## src/rtl/systolic_sequencer_pkg.sv

```systemverilog
// Shared types and constants for the systolic array sequencer: lane element
// formats for the west/north feeds and the south-edge drain, plus the FSM states.
package systolic_sequencer_pkg;

    localparam int ARRAY_N    = 4;
    localparam int ADDR_W     = 8;
    localparam int DATA_WIDTH = 8;

    typedef enum logic [2:0] {
        IDLE,
        FEED,
        FLUSH,
        DRAIN,
        DONE
    } seq_state_t;

    typedef logic [DATA_WIDTH-1:0] elem_t;

    // One operand on an array edge; last marks the final inner-product term.
    typedef struct packed {
        elem_t data;
        logic  last;
    } matrix_data_t;

    // One result element leaving the bottom PE row; en means the PE holds a result.
    typedef struct packed {
        elem_t data;
        logic  en;
    } drain_data_t;

    typedef elem_t        [ARRAY_N-1:0] data_t;
    typedef matrix_data_t [ARRAY_N-1:0] matrix_vec_t;
    typedef drain_data_t  [ARRAY_N-1:0] drain_vec_t;

    function automatic matrix_data_t make_operand(input elem_t d, input logic last);
        matrix_data_t m;
        m.data = d;
        m.last = last;
        return m;
    endfunction

endpackage

```

## src/rtl/systolic_sequencer_skew_buffer.sv

```systemverilog
// Diagonal skew for one array edge: lane i is delayed by i shift stages plus a
// common output register, so lane i leaves i+1 cycles after it enters.
module systolic_sequencer_skew_buffer #(
    parameter int  N      = 4,
    parameter type lane_t = logic
) (
    input  logic              clk,
    input  logic              rst,
    input  lane_t [N-1:0]     lane_i,
    output lane_t [N-1:0]     lane_o
);

    for (genvar i = 0; i < N; i++) begin : g_lane
        if (i == 0) begin : g_direct
            lane_t out_q;

            always_ff @(posedge clk or posedge rst) begin
                if (rst) begin
                    out_q <= '0;
                end else begin
                    out_q <= lane_i[i];
                end
            end

            assign lane_o[i] = out_q;
        end else begin : g_delay
            lane_t [i-1:0] sr_q;
            lane_t         out_q;

            always_ff @(posedge clk or posedge rst) begin
                if (rst) begin
                    sr_q  <= '0;
                    out_q <= '0;
                end else begin
                    sr_q[0] <= lane_i[i];
                    for (int m = 1; m < i; m++) begin
                        sr_q[m] <= sr_q[m-1];
                    end
                    out_q <= sr_q[i-1];
                end
            end

            assign lane_o[i] = out_q;
        end
    end

endmodule

```

## src/rtl/systolic_sequencer.sv

```systemverilog
// Runs one N x N output-stationary matrix multiply: streams skewed A/B operands into
// the array edges, waits for the pipeline to flush, then drains result rows bottom-first.
module systolic_sequencer
    import systolic_sequencer_pkg::*;
#(
    parameter int N      = ARRAY_N,
    parameter int ADDR_W = systolic_sequencer_pkg::ADDR_W,
    parameter int PE_LAT = 1
) (
    input  logic                    clk,
    input  logic                    rst,
    input  logic                    start,
    input  logic [ADDR_W-1:0]       k_len,
    output logic                    busy,
    output logic                    done,
    output logic                    a_rd_en,
    output logic [ADDR_W-1:0]       a_rd_addr,
    input  elem_t [N-1:0]           a_rd_data,
    output logic                    b_rd_en,
    output logic [ADDR_W-1:0]       b_rd_addr,
    input  elem_t [N-1:0]           b_rd_data,
    output matrix_data_t [N-1:0]    row_o,
    output matrix_data_t [N-1:0]    col_o,
    input  drain_data_t [N-1:0]     drain_i,
    output logic                    drain_shift_o,
    output logic                    res_valid,
    input  logic                    res_ready,
    output elem_t [N-1:0]           res_data
);

    // Last operand needs 2N-1 hops to cross the array plus the feed skew.
    localparam int FLUSH_CYCLES = 3 * N - 1 + PE_LAT;
    localparam int FL_W         = $clog2(FLUSH_CYCLES);
    localparam int ROW_W        = (N > 1) ? $clog2(N) : 1;

    seq_state_t          state_q;
    logic [ADDR_W-1:0]   k_q;
    logic [ADDR_W-1:0]   k_len_q;
    logic [FL_W-1:0]     flush_q;
    logic [ROW_W-1:0]    row_q;
    logic                rd_vld_q;
    logic                rd_last_q;

    logic                feed_last;
    logic                all_en;
    logic                res_xfer;
    matrix_data_t [N-1:0] row_in;
    matrix_data_t [N-1:0] col_in;

    assign feed_last = (k_q == (k_len_q - 1'b1));

    always_ff @(posedge clk or posedge rst) begin
        if (rst) begin
            state_q   <= IDLE;
            k_q       <= '0;
            k_len_q   <= '0;
            flush_q   <= '0;
            row_q     <= '0;
            rd_vld_q  <= 1'b0;
            rd_last_q <= 1'b0;
        end else begin
            rd_vld_q  <= (state_q == FEED);
            rd_last_q <= (state_q == FEED) && feed_last;
            case (state_q)
                IDLE: begin
                    if (start && (k_len != '0)) begin
                        k_len_q <= k_len;
                        k_q     <= '0;
                        state_q <= FEED;
                    end
                end
                FEED: begin
                    if (feed_last) begin
                        k_q     <= '0;
                        flush_q <= '0;
                        state_q <= FLUSH;
                    end else begin
                        k_q <= k_q + 1'b1;
                    end
                end
                FLUSH: begin
                    if (flush_q == FL_W'(FLUSH_CYCLES - 1)) begin
                        row_q   <= '0;
                        state_q <= DRAIN;
                    end else begin
                        flush_q <= flush_q + 1'b1;
                    end
                end
                DRAIN: begin
                    if (res_xfer) begin
                        if (row_q == ROW_W'(N - 1)) begin
                            state_q <= DONE;
                        end else begin
                            row_q <= row_q + 1'b1;
                        end
                    end
                end
                DONE: begin
                    state_q <= IDLE;
                end
                default: begin
                    state_q <= IDLE;
                end
            endcase
        end
    end

    assign busy      = (state_q != IDLE);
    assign done      = (state_q == DONE);
    assign a_rd_en   = (state_q == FEED);
    assign b_rd_en   = (state_q == FEED);
    assign a_rd_addr = k_q;
    assign b_rd_addr = k_q;

    // Buffer outputs hold stale data between reads, so only pass them when a read returned.
    always_comb begin
        for (int i = 0; i < N; i++) begin
            row_in[i] = '0;
            col_in[i] = '0;
            if (rd_vld_q) begin
                row_in[i] = make_operand(a_rd_data[i], rd_last_q);
                col_in[i] = make_operand(b_rd_data[i], rd_last_q);
            end
        end
    end

    systolic_sequencer_skew_buffer #(
        .N      (N),
        .lane_t (matrix_data_t)
    ) u_row_skew (
        .clk    (clk),
        .rst    (rst),
        .lane_i (row_in),
        .lane_o (row_o)
    );

    systolic_sequencer_skew_buffer #(
        .N      (N),
        .lane_t (matrix_data_t)
    ) u_col_skew (
        .clk    (clk),
        .rst    (rst),
        .lane_i (col_in),
        .lane_o (col_o)
    );

    always_comb begin
        all_en = 1'b1;
        for (int j = 0; j < N; j++) begin
            all_en   = all_en & drain_i[j].en;
            res_data[j] = drain_i[j].data;
        end
    end

    assign res_valid     = (state_q == DRAIN) && all_en;
    assign res_xfer      = res_valid && res_ready;
    assign drain_shift_o = res_xfer;

endmodule

```

## config.mk

```make
export PLATFORM = sky130hd
export DESIGN_NAME = systolic_sequencer
export DESIGN_NICKNAME = d
export VERILOG_FILES = /design/src/rtl/systolic_sequencer_pkg.sv /design/src/rtl/systolic_sequencer_skew_buffer.sv /design/src/rtl/systolic_sequencer.sv
export SDC_FILE = /design/constraint.sdc
export NUM_CORES = 1
export LEC_CHECK = 0
export CORE_ASPECT_RATIO = 1.4
export CORE_MARGIN = 4
export CORE_UTILIZATION = 48
export DETAILED_ROUTE_END_ITERATION = 10
export PLACE_DENSITY = 0.83
export REMOVE_ABC_BUFFERS = 1
export SKIP_CTS_REPAIR_TIMING = 1
export SYNTH_ARGS = -nofsm -noshare
export SYNTH_HDL_FRONTEND = slang
export SYNTH_SLANG_ARGS = --single-unit
export TNS_END_PERCENT = 50
```

## constraint.sdc

```tcl
create_clock -name clk -period 14.4 [get_ports clk]
set_input_delay 2.88 -clock clk [delete_from_list [all_inputs] [get_ports clk]]
set_output_delay 2.88 -clock clk [all_outputs]
set_load 0.01 [all_outputs]
```

==> reports/results.ini <==
[run_status]
status=completed

[layout]
num_antenna_cells=0
final_layout_size_suffix_gt1_share_pct=7.91
area_growth_syn_to_layout_pct=33.8
final_net_count=710

[yosys]
post_synth_num_cell_types=43
yosys.area_share.simple_pct=13.4
synth_mux_area_share_pct=0
yosys_register_bits=191
ys.warnings.count=0
ys_dominant_reg_cell=dfrtp_1
synth-compound-area-share_pct=3.68
netlist_instances=459
post_synth_fa_ha_maj_area_fraction_pct=0.771
synth_seq_area_share_pct=73.6
synth_edf_count=0
synth_top_family_by_area=simple AND/OR/NAND/NOR gates
synthesis.area_per_instance_um2=14.2
synth_xor_xnor_area_share_pct=1.75
area_leader_netlist=dfrtp_1
synth_async_sr_flop_share_pct=100
mappedNetlistArea_um2=6490
ys_top_cells_by_area=dfrtp_1 74%, and2_1 6.5%, buf_4 5.5%
synth.top_cell.area_share_pct=73.6

[global_route]
grtUsageMet3_pct=9.05
globalRouteTotalUtil_pct=18.0
via_count_of_the_first_global_routing_pass=3977
grt-busiest-layer=met2
first_pass_grt_wire_length_um=21000
global_route_congestion_overflow_total=0
use_met1_pct=21.1
grtUsageMet2_pct=28.2
antenna_found_initial=0
grt_start_max_net_pins=107

[sta]
fmax_mhz=139
min_period_over_period_pct=50.1
report.final.setup_viol=0
min_period_ns=7.21
tightest_slew_ns=0.995
rsz_0062_raised_after_global_routing=no
setup_total_negative_slack_ns=0
worst_slew_margin_rel_pct=33.6
worst_setup_skew_after_layout_ns=0.0141
slew_viol_final=0
finalHoldViolCount=0
fin_hold_ws_ns=0.345

[setup_path]
path_max_fanout=3
critical_path_arrival_ns=4.33
critical_path_class=in -> out
worstPathRequired_ns=11.52
worstSetupEndpointType=output port
critical_path.startpoint_type=primary input
timing.reg2reg.worst_path_depth=8

[die]
chipHeight_um=146
fp.dieW_um=106
floorplan.initialDensity_pct=48.7
die-area_um2=15500
rows=50
core_um2=13300
pin_count=238

[clocking]
clkTransAtPathRegs_ns=0.07
clock_tree.buffer_depth=2
htree_levels=4
worstSkewPairLatency_ns=0.42
cts.root.buffer_cell=clkbuf_16
numCtsBuffers=17
tritoncts_num_sinks=191
tritoncts=done

[power]
power-per-cell-area_nw_per_um2=157
reported_leakage_power_uw=0.00413
ir_drop_mv=0.112

[detailed_routing]
1st_iter_drt_viols=170
dr_total_vias=3722
drt_pass1_iterations=4
antenna_violating_nets_post_route=0
route.detailed.drc=0
avgRoutedWirePerCell_um=16.9
post_drt_via_cell_ratio=4.72
postRouteWirelength_um=13400

[hold_path]
min_delay_path_depth=0
min-delay-path-class=reg -> reg

[place]
placement.io_buffers=173
detailedPlacementHpwl_um=9900
gp_routability_congestion=0.772

[run]
maxCapViolCount=0

## cells in the final DEF, fill, tap and decap left out, types with 3 or more instances in the layout
master / n
a22o_1: 3
and2_1: 67
clkbuf_16: 17
clkdlybuf4s50_1: 173
clkinv_8: 6
dfrtp_1: 191
ha_1: 4
inv_1: 8
inv_8: 5
nand2_1: 29
nand2b_1: 3
nand3_1: 7
nand4_1: 6
nor2_1: 16
nor3_1: 5
nor3_2: 5
nor4_1: 3
o211ai_1: 3
o21ai_0: 7
xnor2_1: 5
xor2_1: 8
## cell usage after synthesis (2+ instances only)
cell type	n
inv_1	9
nor4_1	3
nor3_1	5
nor2_1	16
or2_2	2
a22o_1	3
o21ai_0	7
ha_1	4
and3_1	2
nor3_2	5
xor2_1	8
xnor2_1	5
and2_1	67
clkbuf_1	10
nand3_1	7
nand4_1	6
a21oi_1	2
buf_4	48
dfrtp_1	191
nand2b_1	3
o21ai_1	2
o211ai_1	3
nand2_1	29
a21o_1	2
a211o_1	2
## routing by layer
metal	wire length [µm]	up-vias
li1	-	1712
met1	5230	1828
met2	6500	165
met3	1370	15
met4	207	2
met5	62	-
## final timing paths
check,to,from,slack [ns]
min in group asynchronous,u_col_skew.lane_o[3]$_DFF_PP0_,rst,2.99
max in group asynchronous,u_row_skew.lane_o[22]$_DFF_PP0_,rst,9.96
max reg2reg,flush_q[0]$_DFFE_PP0P_,k_len_q[0]$_DFFE_PP0P_,11.74
min,u_row_skew.lane_o[19]$_DFF_PP0_,u_row_skew.g_lane[2].g_delay.sr_q[10]$_DFF_PP0_,0.35
max,drain_shift_o,drain_i[27],7.19
min reg2reg,u_row_skew.lane_o[19]$_DFF_PP0_,u_row_skew.g_lane[2].g_delay.sr_q[10]$_DFF_PP0_,0.35
## logic make-up (layout without fill, tap and decap cells)
logic type,count (synthesis),after routing
compound gates,31,31
xor+xnor,13,13
fa+ha+maj,4,4
buf+inv,68,216
flops,191,191
simple gates,152,152
## where the power goes
| part | switching, µW | internal (µW) | total [µW] |
|---|---|---|---|
| Sequential | 49.3 | 616 | 665 |
| Combinational | 106 | 127 | 233 |
| Clock | 223 | 242 | 465 |
## through the flow
stage	total power, µW	util (%)	std cells	setup slack, ns	instance area [µm²]
after global placement	894	60.5	757	7.22	8070
after detailed placement	911	60.5	757	7.18	8070
final	1360	65.2	789	7.19	8690
after floorplan	774	-	400	6.32	6090
after CTS	1380	65.2	789	7.18	8690
after global routing	1430	65.2	789	7.10	8690
## flip-flops by register name, summed over array words and instances (netlist names)
signal	count
flush_q	4
rd_last_q	1
row_q	2
a_rd_addr	8
u_col_skew.lane_o	36
u_col_skew.g_lane.g_delay.sr_q	48
u_row_skew.g_lane.g_delay.sr_q	48
state_q	3
u_row_skew.lane_o	32
k_len_q	8
rd_vld_q	1
## cell type report
class	instances	area, µm²
clock buffer	18	439
clock inverter	14	184
fill	950	4630
inverter	9	41.3
multi-input combinational	200	1270
sequential	191	4780
tap	182	228
timing repair buffer	175	1750
## worst max-delay path, cell delays in order
cell	delay, ns
clkdlybuf4s50_1	0.45
and3_1	0.17
nand4_1	0.15
nor2_1	0.14
clkdlybuf4s50_1	0.55
(Power assumes the default switching activity.)
